===== src/rtl/axis_rr_packet_arbiter.sv =====
// axis_rr_packet_arbiter
//   Round-robin, packet-granular arbiter sharing one AXI-Stream master port
//   between NUM_SRC sources. A grant is locked for a whole packet and released
//   on the accepted last beat (source tlast, or the per-grant beat cap when
//   MAX_BEATS != 0). The output is a one-deep registered slice.
//
// Ports
//   axis_aclk        clock, rising edge
//   axis_areset      asynchronous active-high reset
//   s_axis_tdata     NUM_SRC packed source data, source i at [i*DATA_SIZE +: DATA_SIZE]
//   s_axis_tstrb     NUM_SRC packed source strobes, same packing
//   s_axis_tvalid    per-source valid
//   s_axis_tlast     per-source last
//   s_axis_tready    per-source ready (only the granted source can see ready)
//   m00_axis_*       registered arbitrated output stream
//   m00_axis_tready  downstream ready
//   grant            one-hot current grant, 0 when idle
//   busy             high while a grant is locked
module axis_rr_packet_arbiter #(
   parameter int unsigned DATA_SIZE = 32,
   parameter int unsigned NUM_SRC   = 4,
   parameter int unsigned MAX_BEATS = 16
) (
   input  logic                             axis_aclk,
   input  logic                             axis_areset,
   input  logic [NUM_SRC*DATA_SIZE-1:0]     s_axis_tdata,
   input  logic [NUM_SRC*DATA_SIZE/8-1:0]   s_axis_tstrb,
   input  logic [NUM_SRC-1:0]               s_axis_tvalid,
   input  logic [NUM_SRC-1:0]               s_axis_tlast,
   output logic [NUM_SRC-1:0]               s_axis_tready,
   output logic [DATA_SIZE-1:0]             m00_axis_tdata,
   output logic [DATA_SIZE/8-1:0]           m00_axis_tstrb,
   output logic                             m00_axis_tvalid,
   output logic                             m00_axis_tlast,
   input  logic                             m00_axis_tready,
   output logic [NUM_SRC-1:0]               grant,
   output logic                             busy
);

   localparam int unsigned STRB_SIZE = DATA_SIZE / 8;
   localparam int unsigned PTR_W     = (NUM_SRC > 1) ? $clog2(NUM_SRC) : 1;
   localparam int unsigned CNT_W     = (MAX_BEATS == 0) ? 1 : $clog2(MAX_BEATS + 1);
   localparam int unsigned CAP_LAST  = (MAX_BEATS == 0) ? 0 : MAX_BEATS - 1;

   typedef enum logic {
      ST_IDLE,
      ST_LOCKED
   } state_t;

   state_t                 state_q,    state_d;
   logic [NUM_SRC-1:0]     grant_q,    grant_d;
   logic [PTR_W-1:0]       gidx_q,     gidx_d;
   logic [PTR_W-1:0]       rr_ptr_q,   rr_ptr_d;
   logic [CNT_W-1:0]       beat_cnt_q, beat_cnt_d;
   logic [DATA_SIZE-1:0]   tdata_q,    tdata_d;
   logic [STRB_SIZE-1:0]   tstrb_q,    tstrb_d;
   logic                   tvalid_q,   tvalid_d;
   logic                   tlast_q,    tlast_d;

   logic                   locked;
   logic                   load;
   logic                   accept;
   logic                   cap_hit;
   logic                   beat_last;
   logic                   found;
   logic [PTR_W-1:0]       sel;
   logic [PTR_W-1:0]       sel_nxt;

   // The slice can take a new beat when empty or when its beat leaves this cycle.
   assign locked    = (state_q == ST_LOCKED);
   assign load      = !tvalid_q || m00_axis_tready;
   assign accept    = locked && s_axis_tvalid[gidx_q] && load;
   assign cap_hit   = (MAX_BEATS != 0) && (beat_cnt_q == CNT_W'(CAP_LAST));
   assign beat_last = s_axis_tlast[gidx_q] || cap_hit;

   assign s_axis_tready   = grant_q & {NUM_SRC{locked && load}};
   assign m00_axis_tdata  = tdata_q;
   assign m00_axis_tstrb  = tstrb_q;
   assign m00_axis_tvalid = tvalid_q;
   assign m00_axis_tlast  = tlast_q;
   assign grant           = grant_q;
   assign busy            = locked;

   // First requester at or after the rr pointer, wrapping modulo NUM_SRC.
   always_comb begin
      int unsigned idx;
      int unsigned nxt;
      idx     = 0;
      nxt     = 0;
      found   = 1'b0;
      sel     = rr_ptr_q;
      for (int unsigned i = 0; i < NUM_SRC; i++) begin
         idx = (int'(rr_ptr_q) + i) % NUM_SRC;
         if (!found && s_axis_tvalid[idx]) begin
            found = 1'b1;
            sel   = PTR_W'(idx);
         end
      end
      nxt     = (int'(sel) + 1) % NUM_SRC;
      sel_nxt = PTR_W'(nxt);
   end

   always_comb begin
      state_d    = state_q;
      grant_d    = grant_q;
      gidx_d     = gidx_q;
      rr_ptr_d   = rr_ptr_q;
      beat_cnt_d = beat_cnt_q;
      tdata_d    = tdata_q;
      tstrb_d    = tstrb_q;
      tvalid_d   = tvalid_q;
      tlast_d    = tlast_q;

      case (state_q)
         ST_IDLE: begin
            if (found) begin
               state_d    = ST_LOCKED;
               grant_d    = NUM_SRC'(1) << sel;
               gidx_d     = sel;
               rr_ptr_d   = sel_nxt;
               beat_cnt_d = '0;
            end
         end
         ST_LOCKED: begin
            if (accept) begin
               beat_cnt_d = beat_cnt_q + CNT_W'(1);
               if (beat_last) begin
                  state_d    = ST_IDLE;
                  grant_d    = '0;
                  beat_cnt_d = '0;
               end
            end
         end
         default: state_d = ST_IDLE;
      endcase

      // Output slice: in IDLE accept is 0, so a held beat simply drains.
      if (load) begin
         tvalid_d = accept;
         if (accept) begin
            tdata_d = s_axis_tdata[gidx_q*DATA_SIZE +: DATA_SIZE];
            tstrb_d = s_axis_tstrb[gidx_q*STRB_SIZE +: STRB_SIZE];
            tlast_d = beat_last;
         end
      end
   end

   always_ff @(posedge axis_aclk or posedge axis_areset) begin
      if (axis_areset) begin
         state_q    <= ST_IDLE;
         grant_q    <= '0;
         gidx_q     <= '0;
         rr_ptr_q   <= '0;
         beat_cnt_q <= '0;
         tdata_q    <= '0;
         tstrb_q    <= '0;
         tvalid_q   <= 1'b0;
         tlast_q    <= 1'b0;
      end else begin
         state_q    <= state_d;
         grant_q    <= grant_d;
         gidx_q     <= gidx_d;
         rr_ptr_q   <= rr_ptr_d;
         beat_cnt_q <= beat_cnt_d;
         tdata_q    <= tdata_d;
         tstrb_q    <= tstrb_d;
         tvalid_q   <= tvalid_d;
         tlast_q    <= tlast_d;
      end
   end

endmodule


===== config.mk =====
export PLATFORM = sky130hd
export DESIGN_NAME = axis_rr_packet_arbiter
export DESIGN_NICKNAME = d
export VERILOG_FILES = /design/src/rtl/axis_rr_packet_arbiter.sv
export SDC_FILE = /design/constraint.sdc
export NUM_CORES = 1
export LEC_CHECK = 0
export CELL_PAD_IN_SITES_DETAIL_PLACEMENT = 1
export CELL_PAD_IN_SITES_GLOBAL_PLACEMENT = 1
export CORE_MARGIN = 2
export CORE_UTILIZATION = 40
export DETAILED_ROUTE_END_ITERATION = 10
export DONT_BUFFER_PORTS = 1
export PLACE_DENSITY_LB_ADDON = 0.1
export RECOVER_POWER = 100
export SYNTH_ARGS = -nofsm -noshare
export SYNTH_HDL_FRONTEND = slang
export SYNTH_SLANG_ARGS = --single-unit

===== constraint.sdc =====
create_clock -name axis_aclk -period 2.7 [get_ports axis_aclk]
set_clock_uncertainty 0.1 [all_clocks]
set_input_delay 0.27 -clock axis_aclk [delete_from_list [all_inputs] [get_ports axis_aclk]]
set_output_delay 0.27 -clock axis_aclk [all_outputs]
set_load 0.1 [all_outputs]

==> results of run 1 <==
how the worst min path moves through the flow:
stage	end	slack [ns]	depth (start not counted)
3_5_place_dp	m00_axis_tstrb[1]	0.22	1
4_1_cts	busy	0.13	2
2_1_floorplan	beat_cnt_q[3]	0.36	1
5_1_grt	busy	0.15	2
3_3_place_gp	m00_axis_tdata[0]	0.18	1
6_report	busy	0.13	2
state kept, by name, indices dropped and copies added (netlist names), 2 cells and up:
name and flops:
gidx_q 2, m00_axis_tstrb 4, grant 4, rr_ptr_q 2
m00_axis_tdata 32, beat_cnt_q 5
per-stage QoR:
stage	instances	hold WS [ns]	utilization	setup WS, ns
finish	331	0.1305	0.4373	0.3925
global route	331	0.1459	0.4373	0.2978
CTS	331	0.1260	0.4434	0.7075
detailed placement	322	0.2192	0.4314	0.7210
global placement	322	0.1777	0.4314	0.8006
floorplan	220	0.3598	-	0.3020
metal layers:
metal	vias to the layer above	share of wire
li1	852	-
met1	1033	0.36
met5	-	0
met4	0	0.015
met3	12	0.097
met2	121	0.53
repair_timing:
item                                    CTS  global route
endpoints found under the setup margin    0             0
hold endpoints to repair                 30             0
hold buffers                              1             0
layout by cell type, fill, tap and decap left out, types with 2 or more instances in the layout:
cell type / count
a21oi_1: 6
and3_1: 5
buf_4: 4
clkbuf_1: 9
clkbuf_2: 3
clkbuf_8: 5
dfrtp_1: 51
ha_1: 6
inv_1: 9
mux2_2: 37
mux4_2: 38
nand2_1: 17
nand2b_1: 2
nand3_1: 4
nor2_1: 4
nor2b_1: 3
o21ai_0: 8
o31ai_1: 2
or2_2: 2
layout make-up:
type,count,share of cell area
clock buffers,7,0.02282
clock inverters,1,0.001496
inverters,9,0.01010
multi-input cells,144,0.5077
flip-flops and latches,52,0.3895
well taps,102,0.03816
repair buffers,16,0.03030
worst max-delay path, cell delays in order (launching register included):
cell and delay (ns):
dfrtp_1 0.38, nand2b_1 0.20, and3_1 0.20, clkbuf_1 0.86
cell families (layout without fill, tap and decap cells):
| logic type | Yosys count | after routing | synth area share |
|---|---|---|---|
| adder cells (fa/ha/maj) | 6 | 6 | 0.02414 |
| buffers and inverters | 24 | 33 | 0.03702 |
| AO/OA/AOI/OAI | 21 | 21 | 0.04105 |
| flip-flops | 52 | 52 | 0.4185 |
| multiplexers | 76 | 76 | 0.4129 |
| AND/OR/NAND/NOR | 41 | 41 | 0.06640 |
==> metrics.md, run 1 <==
| Metric | Value |
|---|---|
| GR Overflow Total | `0` |
| Endpoints failing setup | `0` |
| Root buffer cell | `clkbuf_8` |
| Initial DRC count | `51` |
| Crit Path Class | `reg2out` |
| Synth Cell Area | `3109 sq um` |
| Post-CTS Setup Inserts | `0` |
| Placed inst area | `3299 sq um` |
| Setup TNS | `0 ns` |
| Final GP Congestion | `0.8302` |
| Post-DP HPWL | `6780 microns` |
| TritonCTS Buffers | `5` |
| Fin area | `3344 sq um` |
| Slew @ Worst Pin | `1.234 ns` |
| Antenna violations before repair | `0` |
| Most frequent cell after synthesis | `dfrtp_1` |
| Filler cells | `787` |
| Worst EP arrival | `1.94 ns` |
| Reg2reg end | `grant[1]` |
| Synth Flop Type | `dfrtp_1` |
| First-pass GRT wire length | `12940 microns` |
| Clk buf depth | `2` |
| Synthesized area per cell | `14.13 sq um` |
| TritonCTS clock tree | `yes` |
| CTS H-tree lvls | `2` |
| Worst EP required | `2.33 ns` |
| Unrepaired setup endpoints after global routing | `no` |
| Ys async rst share | `1.000` |
| Met2 Usage GRT | `0.3505` |
| Via Count | `2018` |
| R2r setup slk | `0.52 ns` |
| Tcrit/Tclk final | `0.8546` |
| ANT nets after route | `0` |
| Area taken by multi-input logic gates | `1698 sq um` |
| Rel. slew slack | `0.1765` |
| Die Ht | `92.17 microns` |
| Fin crit period | `2.308 ns` |
| MaxCap Viol Count | `0` |
| Seq/Total Area, Yosys | `0.4185` |
| Vias per std cell | `6.097` |
| Core box area | `7647 sq um` |
| Pin count of the biggest net entering global routing | `38` |
| Pins over their slew limit | `0` |
| Final Hold Vio Count | `0` |
| Synth Warn # | `0` |
| Global-route usage over all layers | `0.2010` |
| Crit path to | `s_axis_tready[3]` |
| Grt met3 use | `0.07806` |
| Synth area leader | `dfrtp_1` |
| Worst-path fanout max | `6` |
| Antenna diode count | `0` |
| DRT Pass-1 Iters | `4` |
| Endpoint type of the worst setup path | `output pin` |
| Synth Instances | `220` |
| Area Growth Syn to Fin | `7.565%` |
| CTS sink count | `52` |
| Placement Rows | `32` |
| Yosys top cell area share | `0.4185` |
| Syn Nets | `381` |
| Commonest cells post-synth | `dfrtp_1, mux2_2, mux4_2, nand2_1, inv_1` |
| Number of buffers added on ports | `0` |
| Timing-limited maximum frequency | `433.4 MHz` |
| Total Wirelength | `8413 microns` |
| Number of global-route vias before repair | `2373` |
| Routed WL per cell | `25.42 microns` |
| Die ar. | `8494 sq um` |
| Run status | `finished clean` |
| Met1 Usage GRT | `0.2302` |
| Crit Reg-Reg Startpoint | `gidx_q[0]` |
| Distinct cells, synth | `27` |
| Nets | `389` |
| Reg clk slew, reported paths | `0.09 ns` |
| Share of layout cells above drive strength 1 | `0.4105` |
| HP Start | `s_axis_tvalid[3]` |
| Post-synth EDFFs | `0` |
| R2R depth | `5` |
| Post-CTS Resized | `0` |
| Starting density of the core | `0.4066` |
| #FFs+latches synth | `52` |
| Residual DRC count | `0` |
| Die X | `92.17 microns` |
| Crit start category | `flip-flop` |
| Crit. Startpoint | `m00_axis_tvalid` |
| GR peak layer | `met2` |
| Largest cells by area after synthesis | `dfrtp_1, mux4_2, mux2_2` |
| IO Pins | `202` |
| Clk_lat worst skew | `0.30 ns` |
| Register Area | `1303 sq um` |
| Worst hold path type | `in2reg` |
Power of run 1 is left out: the tool's default activity adds up to more than one toggle a clock period on the data nets, which glitch-free logic cannot reach.
==> inputs of run 2 (changes only) <==
--- a/config.mk
+++ b/config.mk
@@ -5,12 +5,14 @@
 export SDC_FILE = /design/constraint.sdc
 export NUM_CORES = 1
 export LEC_CHECK = 0
+export ABC_AREA = 1
 export CELL_PAD_IN_SITES_DETAIL_PLACEMENT = 1
 export CELL_PAD_IN_SITES_GLOBAL_PLACEMENT = 1
 export CORE_MARGIN = 2
-export CORE_UTILIZATION = 40
+export CORE_UTILIZATION = 38
 export DETAILED_ROUTE_END_ITERATION = 10
 export DONT_BUFFER_PORTS = 1
+export GPL_TIMING_DRIVEN = 0
 export PLACE_DENSITY_LB_ADDON = 0.1
 export RECOVER_POWER = 100
 export SYNTH_ARGS = -nofsm -noshare
==> constraint.sdc (replaced) <==
create_clock -name axis_aclk -period 1.88 [get_ports axis_aclk]
set_clock_uncertainty 0.1 [all_clocks]
set_input_delay 0.188 -clock axis_aclk [delete_from_list [all_inputs] [get_ports axis_aclk]]
set_output_delay 0.188 -clock axis_aclk [all_outputs]
set_load 0.1 [all_outputs]
==> run 2 against run 1 <==
Against the previous run:
- the flow now finishes with violations (negative hold slack, negative setup slack)
- cell area grew 35%
- non-clock buffer count is 38 higher
- critical path depth up 12
- register-to-register slack got worse by 0.69 ns
- wire length increased by 62%
- area after synthesis increased by 14%
- flip-flop and latch count stayed put
- die area increased by 19%
- global-route usage is 5.9 points higher
- sequential share of layout area decreased by 9.9 points
- cell count is 110% higher
==> metrics.md, run 2 <==
| Metric | Value |
|---|---|
| Hold slack | `-0.01990 ns` |
| Starting density of the core | `0.3866` |
| Post-DP HPWL | `10110 microns` |
| Final Hold Vio Count | `4` |
| Placement Rows | `35` |
| Post-synth EDFFs | `0` |
| Most common cell after layout, fill and taps aside | `nor2_1` |
| Rel. slew slack | `0.3304` |
| Synth Cell Area | `3538 sq um` |
| Synth Warn # | `0` |
| Most frequent cells in the layout | `nor2_1, o21ai_0, nand2_1` |
| Core box area | `9153 sq um` |
| Clk_lat worst skew | `0.32 ns` |
| Failing checks | `negative hold slack, negative setup slack` |
| Share of layout cells above drive strength 1 | `0.2681` |
| Die X | `100.5 microns` |
| Worst EP arrival | `2.19 ns` |
| Pins over their slew limit | `0` |
| Unrepaired setup endpoints after global routing | `yes` |
| IO Pins | `202` |
| Clk buf depth | `2` |
| Reg clk slew, reported paths | `0.11 ns` |
| Run status | `complete, but fails checks` |
| Routed wl met2 | `7382 microns` |
| Nets | `727` |
| Filler cells | `1162` |
| Via Count | `3827` |
| Die Ht | `100.5 microns` |
| Setup ws final | `-0.1688 ns` |
| #FFs+latches synth | `52` |
| Timing-limited maximum frequency | `488.1 MHz` |
| Crit Path Class | `reg2reg` |
| Routed WL per cell | `20.10 microns` |
| DRT Pass-1 Iters | `4` |
| Worst-path fanout max | `7` |
| Area Growth Syn to Fin | `28.01%` |
| Number of buffers added on ports | `0` |
| R2R depth | `15` |
| Residual DRC count | `0` |
| TritonCTS Buffers | `5` |
| Tcrit/Tclk final | `1.090` |
| Commonest cells post-synth | `nor2_1, o21ai_0, nand2_1, dfrtp_1, a31oi_1` |
| Worst EP required | `2.02 ns` |
| Number of global-route vias before repair | `3945` |
| Worst hold path type | `in2reg` |
| Met3 WL post-DR | `739 microns` |
| CTS sink count | `52` |
| Global-route usage over all layers | `0.2602` |
| CTS H-tree lvls | `2` |
| Pin count of the biggest net entering global routing | `32` |
| Highest metal used | `met4` |
| Register Area | `1316 sq um` |
| Hold Path Cell Cnt | `2` |
| Most frequent cell after synthesis | `nor2_1` |
| Setup TNS | `-3.164 ns` |
| Antenna violations before repair | `1` |
| Fin crit period | `2.049 ns` |
| Die ar. | `10100 sq um` |
| Final GP Congestion | `0.8873` |
| MaxCap Viol Count | `0` |
| Root buffer cell | `clkbuf_8` |
| Post-placement cell count | `650` |
| TritonCTS clock tree | `yes` |
| GR Overflow Total | `0` |
| Yosys top cell area share | `0.3678` |
| Endpoints failing setup | `48` |
| Slew @ Worst Pin | `1.004 ns` |
| Seq/Total Area, Yosys | `0.3678` |
| Area taken by multi-input logic gates | `2395 sq um` |
| Initial DRC count | `88` |
| Distinct cells, synth | `25` |
| Total Wirelength | `13650 microns` |
| Synth Instances | `538` |
| Vias per std cell | `5.636` |
| M1 WL | `5320 microns` |
| Syn Nets | `699` |
| Endpoint type of the worst setup path | `flip-flop` |
| ANT nets after route | `0` |
| Synth Flop Type | `dfrtp_1` |
| Synthesized area per cell | `6.577 sq um` |
| First-pass GRT wire length | `20570 microns` |
| Max reg flops | `32` |
| Synth area leader | `dfrtp_1` |
| Final Non-Filler Cells | `679` |
| Crit start category | `flip-flop` |
| Dpl ws | `-0.3853 ns` |
| Largest cells by area after synthesis | `dfrtp_1, nor2_1, o21ai_0` |
| Ys async rst share | `1.000` |
## run 2: cell count changes in the layout (fill, tap and decap cells not counted), moves of 9 or more
cell	delta
buf_2	+9
mux2_2	-37
nand2_1	+37
nor2_2	+18
a31oi_4	+9
o21ai_0	+66
nand2_2	+18
nand2_4	+9
nand3_1	+9
nor2_1	+161
mux4_2	-38
a31oi_1	+26
## run 2: path summary, 6_finish.rpt
path	startpoint	to	slack [ns]
max in group asynchronous	axis_areset	rr_ptr_q[1]	0.21
min reg2reg	beat_cnt_q[4]	beat_cnt_q[4]	0.44
min	s_axis_tdata[56]	m00_axis_tdata[24]	-0.02
min in group asynchronous	axis_areset	m00_axis_tstrb[3]	0.38
max reg2reg	rr_ptr_q[0]	rr_ptr_q[1]	-0.17
max	rr_ptr_q[0]	rr_ptr_q[1]	-0.17
## run 2: area by class of cell
cell class,instances,area share
Sequential cell,52,0.2906
Clock buffer,6,0.01602
Buffer,34,0.06105
Clock inverter,2,0.003591
Tap cell,111,0.03066
Timing Repair Buffer,20,0.04503
Inverter,26,0.02376
Multi-Input combinational cell,427,0.5287
Antenna cell,1,0.0005525
## run 2: what timing repair did
action | CTS | global route
hold endpoints to repair | 22 | 0
hold buffers | 2 | 0
gates cloned | 0 | 2
gates resized for setup | 37 | 111
pin swaps | 15 | 15
endpoints found under the setup margin | 54 | 55
setup buffers | 9 | 7
## run 2: cells by family after synthesis
kind of cell	count (synthesis)	synth area share
AOI/OAI and AO/OA	123	0.1909
buffers and inverters	60	0.07496
xor gates and xnor gates	1	0.002476
adders and majority gates	6	0.02122
DFF	52	0.3678
and+or+nand+nor	296	0.3426
## run 2: worst max-delay path, cell delays in order, from the launching register on
cell and delay (ns):
dfrtp_1 0.43, inv_2 0.08, buf_8 0.15, nand2_2 0.07
nand2_2 0.06, nand2_4 0.06, nand2_4 0.08, nor2_8 0.10
nand4_1 0.16, nand2_2 0.12, nand2_2 0.06, nand2_2 0.09
inv_2 0.05, ha_4 0.26, nand2_2 0.05, o21ai_2 0.06
## run 2: layer usage
metal | global-route usage | up-vias
met5 | 0 | -
met4 | 0.05374 | 0
met3 | 0.05895 | 17
met2 | 0.4946 | 121
met1 | 0.2966 | 1877
li1 | - | 1812
## run 2: per-stage QoR
step / instance area, sq um / util
2_1_floorplan: 3603 / -
3_3_place_gp: 3742 / 0.4089
3_5_place_dp: 3762 / 0.4111
4_1_cts: 4040 / 0.4414
5_1_grt: 4527 / 0.4946
6_report: 4529 / 0.4949
Power of run 2 is left out for the same reason.
